**src/rtl/sequence_generator.sv**
```systemverilog
// ---------------------------------------------------------------------------
// sequence_generator
//
// Transmit-side source for the 3-bit sequence detector. On a start request it
// drives the fixed 8-symbol frame 001,101,110,000,110,110,011,101 onto a
// 3-bit bus, one symbol per enabled cycle. It sends 1..16 frames with an
// optional idle gap between them and can corrupt the last symbol of each
// frame to 100.
//
// Parameters
//   GAP_CYCLES   enabled idle cycles inserted between consecutive frames
//
// Ports
//   clk          rising-edge clock
//   reset        synchronous, active-high reset (wins over every input)
//   start        send request, only honoured while idle
//   repeat_count frames to send minus one, captured at start
//   corrupt      captured at start; symbol 7 is sent as 100 instead of 101
//   enable       advance strobe; low stalls symbol and gap progress
//   data_out     current symbol (registered)
//   data_valid   data_out holds a frame symbol this cycle
//   busy         a transfer is in progress
//   frame_done   one-cycle pulse alongside symbol 7 of each frame
//   done         one-cycle pulse in the cycle after the final symbol
// ---------------------------------------------------------------------------
module sequence_generator #(
   parameter int GAP_CYCLES = 0
) (
   input  logic       clk,
   input  logic       reset,
   input  logic       start,
   input  logic [3:0] repeat_count,
   input  logic       corrupt,
   input  logic       enable,
   output logic [2:0] data_out,
   output logic       data_valid,
   output logic       busy,
   output logic       frame_done,
   output logic       done
);

   // The gap counter must hold the value GAP_CYCLES; keep at least one bit so
   // the register exists even when gaps are disabled.
   localparam int GW = (GAP_CYCLES > 0) ? $clog2(GAP_CYCLES + 1) : 1;
   localparam logic [GW-1:0] GAP_LAST = GW'(GAP_CYCLES);
   localparam logic [2:0]    LAST_IDX = 3'd7;

   typedef enum logic [1:0] {
      ST_IDLE = 2'd0,
      ST_SEND = 2'd1,
      ST_GAP  = 2'd2
   } state_t;

   state_t        state_reg,      state_next;
   logic [2:0]    idx_reg,        idx_next;
   logic [3:0]    frame_reg,      frame_next;
   logic [GW-1:0] gap_reg,        gap_next;
   logic [3:0]    rep_reg,        rep_next;
   logic          corrupt_reg,    corrupt_next;
   // Set on the edge that emits the final symbol; the following edge turns
   // it into the done pulse and drops busy.
   logic          finish_reg,     finish_next;

   logic [2:0]    data_out_reg,   data_out_next;
   logic          valid_reg,      valid_next;
   logic          busy_reg,       busy_next;
   logic          frame_done_reg, frame_done_next;
   logic          done_reg,       done_next;

   // Frame symbol table; only the last position depends on corruption.
   function automatic logic [2:0] sym_at(input logic [2:0] i, input logic corr);
      logic [2:0] s;
      case (i)
         3'd0:    s = 3'b001;
         3'd1:    s = 3'b101;
         3'd2:    s = 3'b110;
         3'd3:    s = 3'b000;
         3'd4:    s = 3'b110;
         3'd5:    s = 3'b110;
         3'd6:    s = 3'b011;
         default: s = corr ? 3'b100 : 3'b101;
      endcase
      return s;
   endfunction

   // -----------------------------------------------------------------------
   // State and output registers
   // -----------------------------------------------------------------------
   always_ff @(posedge clk) begin
      if (reset) begin
         state_reg      <= ST_IDLE;
         idx_reg        <= '0;
         frame_reg      <= '0;
         gap_reg        <= '0;
         rep_reg        <= '0;
         corrupt_reg    <= 1'b0;
         finish_reg     <= 1'b0;
         data_out_reg   <= 3'b000;
         valid_reg      <= 1'b0;
         busy_reg       <= 1'b0;
         frame_done_reg <= 1'b0;
         done_reg       <= 1'b0;
      end else begin
         state_reg      <= state_next;
         idx_reg        <= idx_next;
         frame_reg      <= frame_next;
         gap_reg        <= gap_next;
         rep_reg        <= rep_next;
         corrupt_reg    <= corrupt_next;
         finish_reg     <= finish_next;
         data_out_reg   <= data_out_next;
         valid_reg      <= valid_next;
         busy_reg       <= busy_next;
         frame_done_reg <= frame_done_next;
         done_reg       <= done_next;
      end
   end

   // -----------------------------------------------------------------------
   // Next-state and next-output logic
   // -----------------------------------------------------------------------
   always_comb begin
      state_next      = state_reg;
      idx_next        = idx_reg;
      frame_next      = frame_reg;
      gap_next        = gap_reg;
      rep_next        = rep_reg;
      corrupt_next    = corrupt_reg;
      finish_next     = 1'b0;
      data_out_next   = data_out_reg;
      valid_next      = 1'b0;
      busy_next       = busy_reg;
      frame_done_next = 1'b0;
      done_next       = 1'b0;

      case (state_reg)
         ST_IDLE: begin
            if (finish_reg) begin
               // Wrap-up edge after the last symbol; start is still ignored
               // here because busy is high during the last symbol cycle.
               done_next     = 1'b1;
               busy_next     = 1'b0;
               data_out_next = 3'b000;
            end else if (start) begin
               rep_next     = repeat_count;
               corrupt_next = corrupt;
               busy_next    = 1'b1;
               frame_next   = '0;
               gap_next     = '0;
               idx_next     = '0;
               state_next   = ST_SEND;
               if (enable) begin
                  // Symbol 0 goes out on the accepting edge itself.
                  data_out_next = sym_at(3'd0, corrupt);
                  valid_next    = 1'b1;
                  idx_next      = 3'd1;
               end
            end
         end

         ST_SEND: begin
            if (enable) begin
               data_out_next = sym_at(idx_reg, corrupt_reg);
               valid_next    = 1'b1;
               idx_next      = idx_reg + 3'd1;   // 7 wraps to 0 for the next frame
               if (idx_reg == LAST_IDX) begin
                  frame_done_next = 1'b1;
                  if (frame_reg == rep_reg) begin
                     state_next  = ST_IDLE;
                     finish_next = 1'b1;
                  end else begin
                     frame_next = frame_reg + 4'd1;
                     if (GAP_CYCLES > 0) begin
                        state_next = ST_GAP;
                        gap_next   = '0;
                     end
                  end
               end
            end
            // With enable low the symbol register holds and valid drops.
         end

         ST_GAP: begin
            data_out_next = 3'b000;
            if (enable) begin
               if (gap_reg == GAP_LAST) begin
                  // Gap fully counted: this edge already carries symbol 0.
                  data_out_next = sym_at(3'd0, corrupt_reg);
                  valid_next    = 1'b1;
                  idx_next      = 3'd1;
                  gap_next      = '0;
                  state_next    = ST_SEND;
               end else begin
                  gap_next = gap_reg + 1'b1;
               end
            end
         end

         default: begin
            state_next = ST_IDLE;
         end
      endcase
   end

   assign data_out   = data_out_reg;
   assign data_valid = valid_reg;
   assign busy       = busy_reg;
   assign frame_done = frame_done_reg;
   assign done       = done_reg;

endmodule

```
**config.mk**
```make
export PLATFORM = sky130hd
export DESIGN_NAME = sequence_generator
export DESIGN_NICKNAME = d
export VERILOG_FILES = /design/src/rtl/sequence_generator.sv
export SDC_FILE = /design/constraint.sdc
export NUM_CORES = 1
export LEC_CHECK = 0
export ABC_AREA = 1
export BUFFER_PORTS_ARGS = -buffer_cell sky130_fd_sc_hd__clkbuf_2
export CAP_MARGIN = 20
export CORE_MARGIN = 2
export CORE_UTILIZATION = 55
export CTS_BUF_LIST = sky130_fd_sc_hd__clkbuf_8
export DETAILED_ROUTE_END_ITERATION = 8
export PLACE_DENSITY = 0.78
export SYNTH_ARGS = -nofsm -noshare
export SYNTH_HDL_FRONTEND = slang
export SYNTH_SLANG_ARGS = --single-unit
```
**constraint.sdc**
```tcl
create_clock -name clk -period 1.69 [get_ports clk]
set_input_delay 0.169 -clock clk [delete_from_list [all_inputs] [get_ports clk]]
set_output_delay 0.169 -clock clk [all_outputs]
set_load 0.01 [all_outputs]
```
# Word level (Yosys, flattened, before mapping)
# Index checks and enable logic that the tools add are counted.
totals:
  regBits: 23
  out_inout_bits: 7
  word_cells: 103
classes:
  n_addsub: 3
  eq_ne: 20
  mux: 46
  bitwise: 5
  n_reduce_logical: 17
ops:
  columns: ["cell", "count"]
  rows:
  - ["3-bit two-way mux", 9]
  - ["4-bit two-way mux", 5]
  - ["1-bit two-way mux", 18]
  - ["3-bit one-hot mux with 3 select lines", 2]
  - ["2-bit inequality test, second input constant", 8]
  - ["3-bit one-hot mux with 5 select lines", 1]
  - ["2-bit two-way mux", 7]
  - ["3-bit equality test, second input constant", 4]
  - ["6-bit AND reduction", 2]
  - ["4-bit one-hot mux with 2 select lines", 1]
  - ["4-bit AND reduction", 2]
  - ["7-bit AND reduction", 1]
  - ["3-bit by 2-bit equality test with 1-bit output, second input constant", 2]
  - ["3-bit inequality test, second input constant", 2]
  - ["2-bit one-hot mux with 3 select lines", 1]
  - ["2-bit nonzero test", 3]
  - ["3-bit OR reduction", 2]
  - ["1-bit inverter", 5]
  - ["4-bit by 1-bit adder with 4-bit output, second input constant", 1]
  - ["4-bit equality test", 1]
  - ["4-bit OR reduction", 1]
  - ["3-bit by 1-bit adder with 3-bit output, second input constant", 1]
  - ["3-bit by 1-bit equality test with 1-bit output, second input constant", 1]
  - ["3-bit zero test", 1]
  - ["10 further kinds", 10]

# Longest topological paths before layout
logic_depth:
  ltp_word: 5
  ltp_mapped: 9
  mapped_depth_nobuf: 9

# Worst setup path before layout
# No wires, ideal clock.
synth_timing:
  path_type: "flip-flop to flip-flop"
  start: "reg idx_reg[0]"
  end: "reg frame_reg[2]"
  arrival_time_ps: 1318
  required_ps: 1624
  setup_slack_ps: 306
  path_stages_with_launch: 7
  n_path_buf: 0
  period_less_slack_ps: 1384
  path_cell_list: "dfxtp_1 -> ha_1 -> ha_1 -> clkinv_8 -> o21ai_4 -> nand3_1 -> a21oi_2"
synth_via:
  elab_chain_len: 3
synth_lines:
  columns: ["element", "line", "source"]
  rows:
  - ["from (decl)", "55", "logic [2:0] idx_reg, idx_next;"]
  - ["from (signal assigned)", "105", "idx_reg <= idx_next;"]
  - ["3-bit equality test", "166", "if (idx_reg == LAST_IDX) begin"]
  - ["2-bit inequality test (no source line)", null, null]
  - ["6-bit AND reduction (no source line)", null, null]
  - ["to (signal assigned)", "106", "frame_reg <= frame_next;"]
  - ["to (decl)", "56", "logic [3:0] frame_reg, frame_next;"]
# No other way between the ends.
# A chain may end at the register's enable or synchronous reset.

# Worst setup path after layout
layout_timing:
  start: "reg idx_reg[1]"
  end: "reg frame_reg[2]"
# Same word-level chain as after synthesis.

==> metrics.txt <==
initial core utilization 57.5%; CTS Hold Bufs 0; VDD IR max 0.441 mV; layout cell share with drive strength beyond 1 roughly a quarter; Skew-Pair Late Insertion Delay 260 ps; Worst Hold Class in2reg; # port buffers 15; Post-DP HPWL about 1600 µm; largest area contributor in the netlist dfxtp_1; critical path depth in cells 6; DP Cell Count about 190; crit path DAT 1730 ps; Slowest cell on crit path dfxtp_1; TritonCTS clock tree done; hold path cells 3; slowest cell delay on critical path 420 ps; Slew Limit Fails 0; CP dominant cell by count ha_1; P_sw 0.312 mW; worst min-delay path startpoint corrupt; Root Driver clkbuf_8; clock period minus worst slack 1530 ps; global-route wire length before repair 3820 µm; post-DR wirelength/cell 11.2 µm; Internal 0.764 mW; R2R setup slack 160 ps; Reg power frac 50.9%; clock-pin slew on the worst setup and hold paths 80 ps; Die Width 48.8 µm; Final Non-Filler Cells 190; Final Skew 3.87 ps; clock buffer depth 2; Pwr Density 866 mW/mm²; area of the die 0.00238 mm²; Critical Path, Cell by Cell ha_1 -> ha_1 -> clkinv_8 -> o21ai_4 -> nand3_1 -> a21oi_2; core footprint 0.00192 mm²; CP top delay family adder cells; Final #Nets between 150 and 200; worst reg2reg path startpoint idx_reg[1]; Mapped Area 0.00110 mm²; max cap viols 0; Clock power frac between 30% and 40%; DRC errors left 0; drt first pass iters 4; R2R cell count 6; crit share post-route 90.3%; vias in the first global route approximately 900; ANT nets after route 0; Worst EP required 1890 ps; Clock Sinks 21; GRT Total Usage 20.7%; Final setup viols 0; DRT Wirelength 2120 µm; Crit Path Class reg2reg; register area share after synthesis about two fifths; dominant cells by area after synthesis dfxtp_1 38%, nand2_1 11%, ha_1 6.8%; yosys warns 0; Die Ht 48.8 µm; largest net degree at the start of global routing 16; relative slew slack between 80% and 90%; CP endpoint kind register; H-tree depth 1; Setup TNS Final 0 ps; CP max FO 6; grt ovf 0; Placer Congestion just under 0.8; RSZ-0062 raised after global routing false; final hold vios 0; Yosys cell types 28; post-synthesis register bit count 21; Synth top area share 38.1%; Comb power frac 18.9%; area grow syn2layout 12.6%; Leak 0.561 nW; worst hold slack 144 ps; diode count 0; cells after synthesis 146; cts repair resizes 0; run status finished clean; # rows 16; CP startpoint idx_reg[1]; Mapped Nets 161; total number of vias 938; I/O pin count 16; Power Total 1.08 mW; Post-CTS Setup Bufs 0; initial antenna violation count 0; sw frac approximately 29%; vias per cell between 4 and 5; fmax roughly 660 MHz; CP bufs+invs 1; syn_area_per_cell roughly 7.6 µm²; 1st-iter DRT viols 10; Num CTS Buffers 3; startpoint types register; Tightest Pin Transition 288 ps
[worst min-delay path, delay by kind of cell]
family          cells  cell delay, ps
buf+inv             1              70
simple gates        1              70
compound gates      1              60
[per-stage QoR]
step                      setup slack [ps]  cell area [µm²]  util, %
after floorplan                        306             1100        -
after global placement                 231             1200     62.3
after detailed placement               190             1200     62.3
after CTS                              168             1240     64.7
after global routing                  22.5             1240     64.7
final                                  164             1240     64.7
[power by group through the flow]
stage | Combinational [mW] | Clock, mW | Sequential, mW
floorplan | 0.159 | 0 | 0.556
global placement | 0.196 | 0 | 0.558
detailed placement | 0.204 | 0 | 0.560
CTS | 0.205 | 0.330 | 0.549
global route | 0.233 | 0.354 | 0.552
finish | 0.203 | 0.325 | 0.548
[cell usage after synthesis]
cell type	instances
nand2_2	3
a21oi_1	8
buf_4	1
buf_6	1
nand2_1	32
o21ai_4	1
inv_2	7
o21ai_1	11
xnor2_1	1
o22ai_1	1
nor2_2	3
nor2_1	13
nand2_4	2
a32o_1	1
o21ai_0	2
clkinv_8	1
nand4_1	1
and3_1	1
a31oi_1	1
ha_1	6
nand3_1	10
nor2_4	2
nand3_4	1
inv_1	12
a21oi_2	1
buf_2	1
dfxtp_1	21
nor3_1	1
[layout make-up]
class / count / area [µm²]
well taps: 27 / 33.8
inverters: 20 / 87.6
repair buffers: 16 / 82.6
clock buffers: 3 / 41.3
fillers: 182 / 678
multi-input cells: 102 / 573
clock inverters: 1 / 5.00
flip-flops and latches: 21 / 420
[worst paths after layout]
kind,end
max reg2reg,frame_reg[2]
min,corrupt_reg
max,frame_reg[2]
min reg2reg,data_out[2]
[metal layers]
layer,vias to the layer above,wire (µm),GRT usage [%]
li1,505,-,-
met2,12,1130,38.4
met3,5,79,5.52
met1,416,891,23.6
met4,0,20,4.29
met5,-,0,0
[cells in the final DEF, fill, tap and decap left out, drive strengths merged]
master  count
o22ai       1
nor2       18
nand3      11
nand4       1
xnor2       1
nand2      37
o21ai      14
a31oi       1
clkinv      2
a21oi       9
dfxtp      21
buf         1
and3        1
inv        19
clkbuf     18
ha          6
nor3        1
a32o        1
[kinds of logic (layout without fill, tap and decap cells)]
group                    Yosys count  after routing  synth area share [%]
flip-flops                        21             21                  38.1
adder cells (fa/ha/maj)            6              6                  6.79
AND/OR/NAND/NOR                   69             69                  30.5
XOR/XNOR                           1              1                 0.793
AO/OA/AOI/OAI                     26             26                  13.8
buffers and inverters             23             40                  10.1
Note: power is estimated with default switching activity, not from simulation.
